==> src/rtl/apb_pkg.sv <==
// apb_pkg: shared FSM states, transfer direction constants and default
// bus geometry for the APB master, the apb_regs slaves and their benches.
package apb_pkg;

    typedef enum logic [1:0] {
        IDLE,
        SETUP,
        ACCESS
    } apb_state_t;

    localparam logic WRITE = 1'b1;
    localparam logic READ  = 1'b0;

    localparam int APB_AW = 5;
    localparam int APB_DW = 32;

endpackage

==> src/rtl/apb_master_arb_if.sv <==
// apb_master_arb_if: the two requester command/response channels plus the
// shared APB bus. "master" is the view of apb_master_arb; "slave" is the view
// of whatever sits around it (requesters and APB slaves).
interface apb_master_arb_if #(
    parameter int DW = 32,
    parameter int NS = 2
);
    logic             req0_valid;
    logic             req0_ready;
    logic             req0_write;
    logic [31:0]      req0_addr;
    logic [DW-1:0]    req0_wdata;
    logic             req1_valid;
    logic             req1_ready;
    logic             req1_write;
    logic [31:0]      req1_addr;
    logic [DW-1:0]    req1_wdata;

    logic             rsp0_valid;
    logic [DW-1:0]    rsp0_rdata;
    logic             rsp0_err;
    logic             rsp1_valid;
    logic [DW-1:0]    rsp1_rdata;
    logic             rsp1_err;

    logic [31:0]      paddr;
    logic             pwrite;
    logic [DW-1:0]    pwdata;
    logic [NS-1:0]    psel;
    logic             penable;
    logic [NS*DW-1:0] prdata;
    logic [NS-1:0]    pready;
    logic [NS-1:0]    pslverr;

    modport master (
        input  req0_valid, req0_write, req0_addr, req0_wdata,
        input  req1_valid, req1_write, req1_addr, req1_wdata,
        output req0_ready, req1_ready,
        output rsp0_valid, rsp0_rdata, rsp0_err,
        output rsp1_valid, rsp1_rdata, rsp1_err,
        output paddr, pwrite, pwdata, psel, penable,
        input  prdata, pready, pslverr
    );

    modport slave (
        output req0_valid, req0_write, req0_addr, req0_wdata,
        output req1_valid, req1_write, req1_addr, req1_wdata,
        input  req0_ready, req1_ready,
        input  rsp0_valid, rsp0_rdata, rsp0_err,
        input  rsp1_valid, rsp1_rdata, rsp1_err,
        input  paddr, pwrite, pwdata, psel, penable,
        output prdata, pready, pslverr
    );

endinterface

==> src/rtl/apb_rr_arb.sv <==
// apb_rr_arb: 2-way round-robin arbiter. The grant is combinational from the
// requests; the pointer moves only when the owner actually takes a grant.
module apb_rr_arb (
    input  logic       pclk,
    input  logic       presetn,
    input  logic [1:0] req,
    input  logic       advance,
    output logic [1:0] gnt
);

    logic favour_r1;

    // A lone requester always wins; on a tie the favoured requester wins.
    always_comb begin
        gnt = 2'b00;
        case (req)
            2'b01:   gnt = 2'b01;
            2'b10:   gnt = 2'b10;
            2'b11:   gnt = favour_r1 ? 2'b10 : 2'b01;
            default: gnt = 2'b00;
        endcase
    end

    // After a grant, favour the other requester; r0 is favoured out of reset.
    always_ff @(posedge pclk or negedge presetn) begin
        if (!presetn) begin
            favour_r1 <= 1'b0;
        end else if (advance && (gnt != 2'b00)) begin
            favour_r1 <= gnt[0];
        end
    end

endmodule

==> src/rtl/apb_master_arb.sv <==
// apb_master_arb: two-requester APB master. Arbitrates round-robin, runs the
// SETUP/ACCESS phases, decodes paddr[31:AW] into a one-hot psel and returns a
// registered one-cycle response to the requester that was granted.
// Optional build macro APB_MASTER_TIMEOUT_EN adds an ACCESS-phase watchdog
// that aborts with an error after TO_CYC consecutive not-ready cycles.
module apb_master_arb
    import apb_pkg::*;
#(
    parameter int AW     = APB_AW,
    parameter int DW     = APB_DW,
    parameter int NS     = 2,
    parameter int TO_CYC = 16
) (
    input  logic             pclk,
    input  logic             presetn,
    apb_master_arb_if.master bus
);

    localparam int            IW     = 32 - AW;
    localparam logic [IW-1:0] NS_IDX = IW'(NS);

    apb_state_t    state;
    logic          owner;
    logic [DW-1:0] rsp_rdata;
    logic          rsp_err;

    logic [1:0]    req;
    logic [1:0]    gnt;
    logic          accept;

    logic          c_write;
    logic [31:0]   c_addr;
    logic [DW-1:0] c_wdata;
    logic [IW-1:0] c_idx;
    logic          c_hit;

    logic          s_ready;
    logic          s_err;
    logic [DW-1:0] s_rdata;
    logic          to_fire;

    assign req = {bus.req1_valid, bus.req0_valid};

    apb_rr_arb u_arb (
        .pclk    (pclk),
        .presetn (presetn),
        .req     (req),
        .advance (accept),
        .gnt     (gnt)
    );

    // Ready is masked by reset so every output reads 0 while presetn is low.
    assign accept         = presetn && (state == IDLE) && (gnt != 2'b00);
    assign bus.req0_ready = accept && gnt[0];
    assign bus.req1_ready = accept && gnt[1];

    assign bus.rsp0_rdata = rsp_rdata;
    assign bus.rsp0_err   = rsp_err;
    assign bus.rsp1_rdata = rsp_rdata;
    assign bus.rsp1_err   = rsp_err;

    // Payload of whichever requester the arbiter is granting this cycle.
    always_comb begin
        c_write = bus.req0_write;
        c_addr  = bus.req0_addr;
        c_wdata = bus.req0_wdata;
        if (gnt[1]) begin
            c_write = bus.req1_write;
            c_addr  = bus.req1_addr;
            c_wdata = bus.req1_wdata;
        end
    end

    assign c_idx = c_addr[31:AW];
    assign c_hit = (c_idx < NS_IDX);

    // Slave-side mux keyed on the one-hot psel so no index decode is needed.
    always_comb begin
        s_ready = 1'b0;
        s_err   = 1'b0;
        s_rdata = '0;
        for (int k = 0; k < NS; k++) begin
            if (bus.psel[k]) begin
                s_ready = s_ready | bus.pready[k];
                s_err   = s_err | bus.pslverr[k];
                s_rdata = s_rdata | bus.prdata[k*DW +: DW];
            end
        end
    end

`ifdef APB_MASTER_TIMEOUT_EN
    localparam int TW = $clog2(TO_CYC + 1);

    logic [TW-1:0] to_cnt;

    assign to_fire = (state == ACCESS) && !s_ready && (to_cnt == TW'(TO_CYC - 1));

    // Watchdog: counts consecutive not-ready ACCESS cycles, cleared in SETUP.
    always_ff @(posedge pclk or negedge presetn) begin
        if (!presetn) begin
            to_cnt <= '0;
        end else if (state == SETUP) begin
            to_cnt <= '0;
        end else if ((state == ACCESS) && !s_ready) begin
            to_cnt <= to_cnt + TW'(1);
        end
    end
`else
    // No watchdog: ACCESS waits on pready indefinitely. TO_CYC is a cycle
    // count and never negative, so this folds to a constant 0.
    assign to_fire = (TO_CYC < 0);
`endif

    // Main FSM: arbitration/decode in IDLE, APB phases, registered response.
    always_ff @(posedge pclk or negedge presetn) begin
        if (!presetn) begin
            state          <= IDLE;
            owner          <= 1'b0;
            bus.paddr      <= '0;
            bus.pwrite     <= 1'b0;
            bus.pwdata     <= '0;
            bus.psel       <= '0;
            bus.penable    <= 1'b0;
            bus.rsp0_valid <= 1'b0;
            bus.rsp1_valid <= 1'b0;
            rsp_rdata      <= '0;
            rsp_err        <= 1'b0;
        end else begin
            bus.rsp0_valid <= 1'b0;
            bus.rsp1_valid <= 1'b0;
            case (state)
                IDLE: begin
                    if (accept) begin
                        owner <= gnt[1];
                        if (c_hit) begin
                            bus.paddr  <= c_addr;
                            bus.pwrite <= c_write;
                            bus.pwdata <= c_wdata;
                            bus.psel   <= NS'(1) << c_idx;
                            state      <= SETUP;
                        end else begin
                            bus.rsp0_valid <= gnt[0];
                            bus.rsp1_valid <= gnt[1];
                            rsp_rdata      <= '0;
                            rsp_err        <= 1'b1;
                        end
                    end
                end
                SETUP: begin
                    bus.penable <= 1'b1;
                    state       <= ACCESS;
                end
                ACCESS: begin
                    if (s_ready || to_fire) begin
                        bus.psel       <= '0;
                        bus.penable    <= 1'b0;
                        bus.pwrite     <= 1'b0;
                        bus.rsp0_valid <= !owner;
                        bus.rsp1_valid <= owner;
                        rsp_err        <= s_ready ? s_err : 1'b1;
                        rsp_rdata      <= (s_ready && !s_err && (bus.pwrite == READ)) ? s_rdata : '0;
                        state          <= IDLE;
                    end
                end
                default: begin
                    state <= IDLE;
                end
            endcase
        end
    end

endmodule

==> src/flat_wrapper.sv <==
// flat-port wrapper written by rule: the top's interface ports become plain ports
module apb_master_arb_flat import apb_pkg::*;
#(
    parameter int AW     = APB_AW,
    parameter int DW     = APB_DW,
    parameter int NS     = 2,
    parameter int TO_CYC = 16
)
  (pclk, presetn, bus_req0_valid, bus_req0_write, bus_req0_addr, bus_req0_wdata, bus_req1_valid, bus_req1_write, bus_req1_addr, bus_req1_wdata, bus_req0_ready, bus_req1_ready, bus_rsp0_valid, bus_rsp0_rdata, bus_rsp0_err, bus_rsp1_valid, bus_rsp1_rdata, bus_rsp1_err, bus_paddr, bus_pwrite, bus_pwdata, bus_psel, bus_penable, bus_prdata, bus_pready, bus_pslverr);
  apb_master_arb_if #(.DW(DW), .NS(NS)) bus_i ();
  input  logic pclk;
  input  logic presetn;
  input wire logic [$bits(bus_i.req0_valid)-1:0] bus_req0_valid;
  input wire logic [$bits(bus_i.req0_write)-1:0] bus_req0_write;
  input wire logic [$bits(bus_i.req0_addr)-1:0] bus_req0_addr;
  input wire logic [$bits(bus_i.req0_wdata)-1:0] bus_req0_wdata;
  input wire logic [$bits(bus_i.req1_valid)-1:0] bus_req1_valid;
  input wire logic [$bits(bus_i.req1_write)-1:0] bus_req1_write;
  input wire logic [$bits(bus_i.req1_addr)-1:0] bus_req1_addr;
  input wire logic [$bits(bus_i.req1_wdata)-1:0] bus_req1_wdata;
  output wire logic [$bits(bus_i.req0_ready)-1:0] bus_req0_ready;
  output wire logic [$bits(bus_i.req1_ready)-1:0] bus_req1_ready;
  output wire logic [$bits(bus_i.rsp0_valid)-1:0] bus_rsp0_valid;
  output wire logic [$bits(bus_i.rsp0_rdata)-1:0] bus_rsp0_rdata;
  output wire logic [$bits(bus_i.rsp0_err)-1:0] bus_rsp0_err;
  output wire logic [$bits(bus_i.rsp1_valid)-1:0] bus_rsp1_valid;
  output wire logic [$bits(bus_i.rsp1_rdata)-1:0] bus_rsp1_rdata;
  output wire logic [$bits(bus_i.rsp1_err)-1:0] bus_rsp1_err;
  output wire logic [$bits(bus_i.paddr)-1:0] bus_paddr;
  output wire logic [$bits(bus_i.pwrite)-1:0] bus_pwrite;
  output wire logic [$bits(bus_i.pwdata)-1:0] bus_pwdata;
  output wire logic [$bits(bus_i.psel)-1:0] bus_psel;
  output wire logic [$bits(bus_i.penable)-1:0] bus_penable;
  input wire logic [$bits(bus_i.prdata)-1:0] bus_prdata;
  input wire logic [$bits(bus_i.pready)-1:0] bus_pready;
  input wire logic [$bits(bus_i.pslverr)-1:0] bus_pslverr;
  assign bus_i.req0_valid = bus_req0_valid;
  assign bus_i.req0_write = bus_req0_write;
  assign bus_i.req0_addr = bus_req0_addr;
  assign bus_i.req0_wdata = bus_req0_wdata;
  assign bus_i.req1_valid = bus_req1_valid;
  assign bus_i.req1_write = bus_req1_write;
  assign bus_i.req1_addr = bus_req1_addr;
  assign bus_i.req1_wdata = bus_req1_wdata;
  assign bus_req0_ready = bus_i.req0_ready;
  assign bus_req1_ready = bus_i.req1_ready;
  assign bus_rsp0_valid = bus_i.rsp0_valid;
  assign bus_rsp0_rdata = bus_i.rsp0_rdata;
  assign bus_rsp0_err = bus_i.rsp0_err;
  assign bus_rsp1_valid = bus_i.rsp1_valid;
  assign bus_rsp1_rdata = bus_i.rsp1_rdata;
  assign bus_rsp1_err = bus_i.rsp1_err;
  assign bus_paddr = bus_i.paddr;
  assign bus_pwrite = bus_i.pwrite;
  assign bus_pwdata = bus_i.pwdata;
  assign bus_psel = bus_i.psel;
  assign bus_penable = bus_i.penable;
  assign bus_i.prdata = bus_prdata;
  assign bus_i.pready = bus_pready;
  assign bus_i.pslverr = bus_pslverr;
  apb_master_arb #(.AW(AW), .DW(DW), .NS(NS), .TO_CYC(TO_CYC)) u_core (.pclk(pclk), .presetn(presetn), .bus(bus_i));
endmodule
==> config.mk <==
export PLATFORM = sky130hd
export DESIGN_NAME = apb_master_arb_flat
export DESIGN_NICKNAME = d
export VERILOG_FILES = /design/src/rtl/apb_pkg.sv /design/src/rtl/apb_master_arb_if.sv /design/src/rtl/apb_rr_arb.sv /design/src/rtl/apb_master_arb.sv /design/src/flat_wrapper.sv
export SDC_FILE = /design/constraint.sdc
export NUM_CORES = 1
export LEC_CHECK = 0
export CORE_AREA = 4 4 130 132
export CTS_CLUSTER_SIZE = 8
export DETAILED_ROUTE_END_ITERATION = 8
export DIE_AREA = 0 0 134 136
export PLACE_DENSITY = 0.74
export SKIP_LAST_GASP = 1
export SLEW_MARGIN = 30
export SYNTH_ARGS = -nofsm -noshare
export SYNTH_HDL_FRONTEND = slang
export SYNTH_SLANG_ARGS = --single-unit
export TNS_END_PERCENT = 30
==> constraint.sdc <==
create_clock -name pclk -period 5.4 [get_ports pclk]
set_clock_uncertainty 0.2 [all_clocks]
set_input_delay 1.62 -clock pclk [delete_from_list [all_inputs] [get_ports pclk]]
set_output_delay 1.62 -clock pclk [all_outputs]
set_load 0.1 [all_outputs]
==> qor.yml <==
cells_and_area:
  layout_commonest_cell: "clkdlybuf4s50_1"
  final_cell_mix: "clkdlybuf4s50_1, dfrtp_1, mux2_2"
  fin_area_mm2: 0.00868
  fin_nets: 901
  drive_gt1_share_pct: 15.2
  diodes: 0
  syn_to_final_growth_pct: 71.1
  fillers: 1313
  fin_util_pct: 55.3
critical_path:
  required_ps: 3580
  cp-end-kind: "primary output"
  reg2reg_from: "u_core.u_arb.favour_r1$_DFFE_PN0P_"
  critPathArrivalTime_ps: 2840
  cp-start-kind: "primary input"
  crit_type: "primary input to primary output"
  cp_max_fo: 6
  ff2ff_path_depth: 6
  r2r-end: "u_core.bus.pwdata[4]$_DFFE_PN0P_"
  reg2reg_slack_ps: 2630
global_routing:
  grt_max_degree: 71
  grt_antenna_before_repair: 0
  grt_pass1_vias: 4805
  overflow: 0
  grt_pass1_wl_um: 26000
  grt_use_total_pct: 18.1
timing:
  clock.fmax_mhz: 215
  rsz0062_at_grt: "no"
  fin_crit_sh_pct: 86.2
  hold_violations: 0
  layout_min_cycle_time_ps: 4660
  finalSetupViolations: 0
  fin_setup_tns_ps: 0
  tightest_slew_ps: 1040
  slew_violations: 0
  slew_headroom_pct: 30.4
clock_tree:
  cts-resized-gates: 0
  cts_tree: "done"
  cts.htree.levels: 3
  cts_setup_buffers: 0
  path_clk_slew_ps: 70
  hold_buffers: 0
  clock_latency_ps: 340
  cts.path.max_buffers: 2
  cts_buffers: 9
  cts-root-buf: "clkbuf_16"
  clock-sinks: 107
logic_synthesis:
  synth_top_family_by_area: "multiplexers"
  synth_xor_area_share_pct: 0
  synth.area.top_cells: "dfrtp_1, mux2_2, o2bb2ai_1"
  synth_cell_types: 33
  synth_area_leader_cell: "dfrtp_1"
  syn_nets: 604
  muxShareOfSynthArea_pct: 18.5
  synth_compound_area_share_pct: 13.2
  synthSimpleGateAreaFrac_pct: 7.49
  yosysSeqAreaShare_pct: 52.7
  yosysWarnings: 0
  synth.cell_area_mm2: 0.00508
  synthAdderAreaFrac_pct: 0
  syn_inst: 402
  synth_top_area_share_pct: 52.7
  ys_ff_latch: 107
  syn_area_per_cell_um2: 12.6
min_path:
  min_from: "u_core.bus.paddr[12]$_DFFE_PN0P_"
  whs_endpoint: "u_core.bus.paddr[12]$_DFFE_PN0P_"
  hold_depth: 1
  hp-class: "flip-flop to flip-flop"
placed_design:
  dp_hpwl_um: 13600
  place.gp.congestion: 0.887
  post_dp_cell_area_mm2: 0.00840
  io_buffers: 339
route:
  first_pass_iters: 4
  vias: 4375
  wl_per_cell_um: 18.5
  wl_um: 17000
  drc: 0
  viasPerCell: 4.76
  drt_iter0_markers: 127
  drtAntennaViolNets: 0
floorplanning:
  dieArea_mm2: 0.0182
  initial_utilization_pct: 32.3
  die_w_um: 134
  io_pins: 340
  core-area_mm2: 0.0157
  rows: 46
  fp.dieH_um: 136
power_and_ir_drop:
  clkPwrFrac_pct: 37.4
  p_leak_nw: 3.61
  peakVddDrop_uv: 171
  switchingPower_mw: 0.346
  p_int_mw: 1.30
  power.share.sequential_pct: 49.0
  switching_share_pct: 21.1
  powerDensity_mw_per_mm2: 189
  combinationalPowerShare_pct: 13.6
outcome:
  status: "complete, no violations"
job:
  maxCapViolations: 0
-- power by group through the flow --
stage / combinational, mW / clock (mW) / sequential [mW]
floorplan: 0.0439 / 0 / 0.824
global placement: 0.221 / 0 / 0.819
detailed placement: 0.225 / 0 / 0.819
CTS: 0.226 / 0.642 / 0.804
global route: 0.238 / 0.676 / 0.804
finish: 0.224 / 0.614 / 0.804
-- cell families (layout without fill, tap and decap cells) --
group,Yosys count,in the layout
buffers and inverters,63,364
multiplexers,81,81
flip-flops,107,107
AND/OR/NAND/NOR,65,65
AO/OA/AOI/OAI,86,86
-- cells in the mapped netlist --
| cell | n |
|---|---|
| a31o_2 | 1 |
| nand3_1 | 3 |
| clkbuf_1 | 12 |
| o21a_1 | 1 |
| nand3_4 | 1 |
| nand2_1 | 11 |
| o22ai_1 | 1 |
| nor4_1 | 12 |
| o21ai_4 | 1 |
| mux2i_1 | 4 |
| a211o_1 | 1 |
| a31oi_1 | 3 |
| mux2_4 | 7 |
| o2bb2ai_1 | 33 |
| buf_2 | 8 |
| inv_1 | 4 |
| dfrtp_1 | 107 |
| nor2_1 | 5 |
| nand4_1 | 2 |
| nor3b_2 | 1 |
| mux2_2 | 68 |
| nand2b_1 | 2 |
| buf_4 | 33 |
| mux2i_2 | 2 |
| a221oi_1 | 1 |
| a21oi_1 | 4 |
| and2_1 | 27 |
| a221o_1 | 1 |
| buf_1 | 1 |
| or2_0 | 1 |
| o21ai_0 | 6 |
| a22oi_1 | 33 |
| buf_6 | 5 |
-- flip-flops by register name (all words and copies together) (netlist names) --
register                flops
u_core.u_arb.favour_r1      1
u_core.bus.pwrite           1
u_core.bus.psel             2
u_core.bus.rsp0_err         1
u_core.bus.rsp0_valid       1
u_core.bus.rsp0_rdata      32
u_core.owner                1
u_core.state                2
u_core.bus.rsp1_valid       1
u_core.bus.paddr           32
u_core.bus.pwdata          32
u_core.bus.penable          1
-- per-stage QoR --
| stage | worst slack, ps | std cells | power (mW) | hold slack, ps |
|---|---|---|---|---|
| 3_3_place_gp | 775 | 904 | 1.04 | 269 |
| 4_1_cts | 749 | 919 | 1.67 | 291 |
| 6_report | 745 | 919 | 1.64 | 289 |
| 2_1_floorplan | 109 | 402 | 0.867 | 250 |
| 5_1_grt | 673 | 919 | 1.72 | 303 |
| 3_5_place_dp | 739 | 904 | 1.04 | 274 |
-- worst max-delay path by stage --
stage	endpoint	slack (ps)	startpoint	cells past startpoint
after floorplan	bus_req0_ready	110	presetn	3
after global placement	bus_req1_ready	770	bus_req0_valid	6
after detailed placement	u_core.bus.pwdata[5]$_DFFE_PN0P_	740	bus_req0_valid	8
after CTS	bus_req1_ready	750	bus_req0_valid	6
after global routing	bus_req1_ready	670	bus_req0_valid	6
final	bus_req1_ready	740	bus_req0_valid	6
-- metal layers --
metal	part of all wire [%]	global-route usage (%)	routed length [µm]	vias to the layer above
met5	0	0	0	-
met4	1.4	4.29	235	0
met3	10	7.33	1730	17
met2	52	33.1	8850	202
met1	36	19.5	6180	2126
li1	-	-	-	2030
-- worst max-delay path, cell delays in order --
cell	delay [ps]
clkdlybuf4s50_1	550
inv_1	100
o21ai_4	150
nand2b_1	170
inv_1	80
buf_12	170
-- cell type report --
class | instances | area (µm²) | area share (%)
sequential | 107 | 2680 | 30.8
timing repair buffer | 345 | 3450 | 39.7
inverter | 4 | 15.0 | 0.173
multi-input combinational | 232 | 1990 | 23.0
clock inverter | 3 | 22.5 | 0.259
tap | 216 | 270 | 3.11
clock buffer | 12 | 256 | 2.95
No activity file was read; power rests on OpenSTA's default activity.
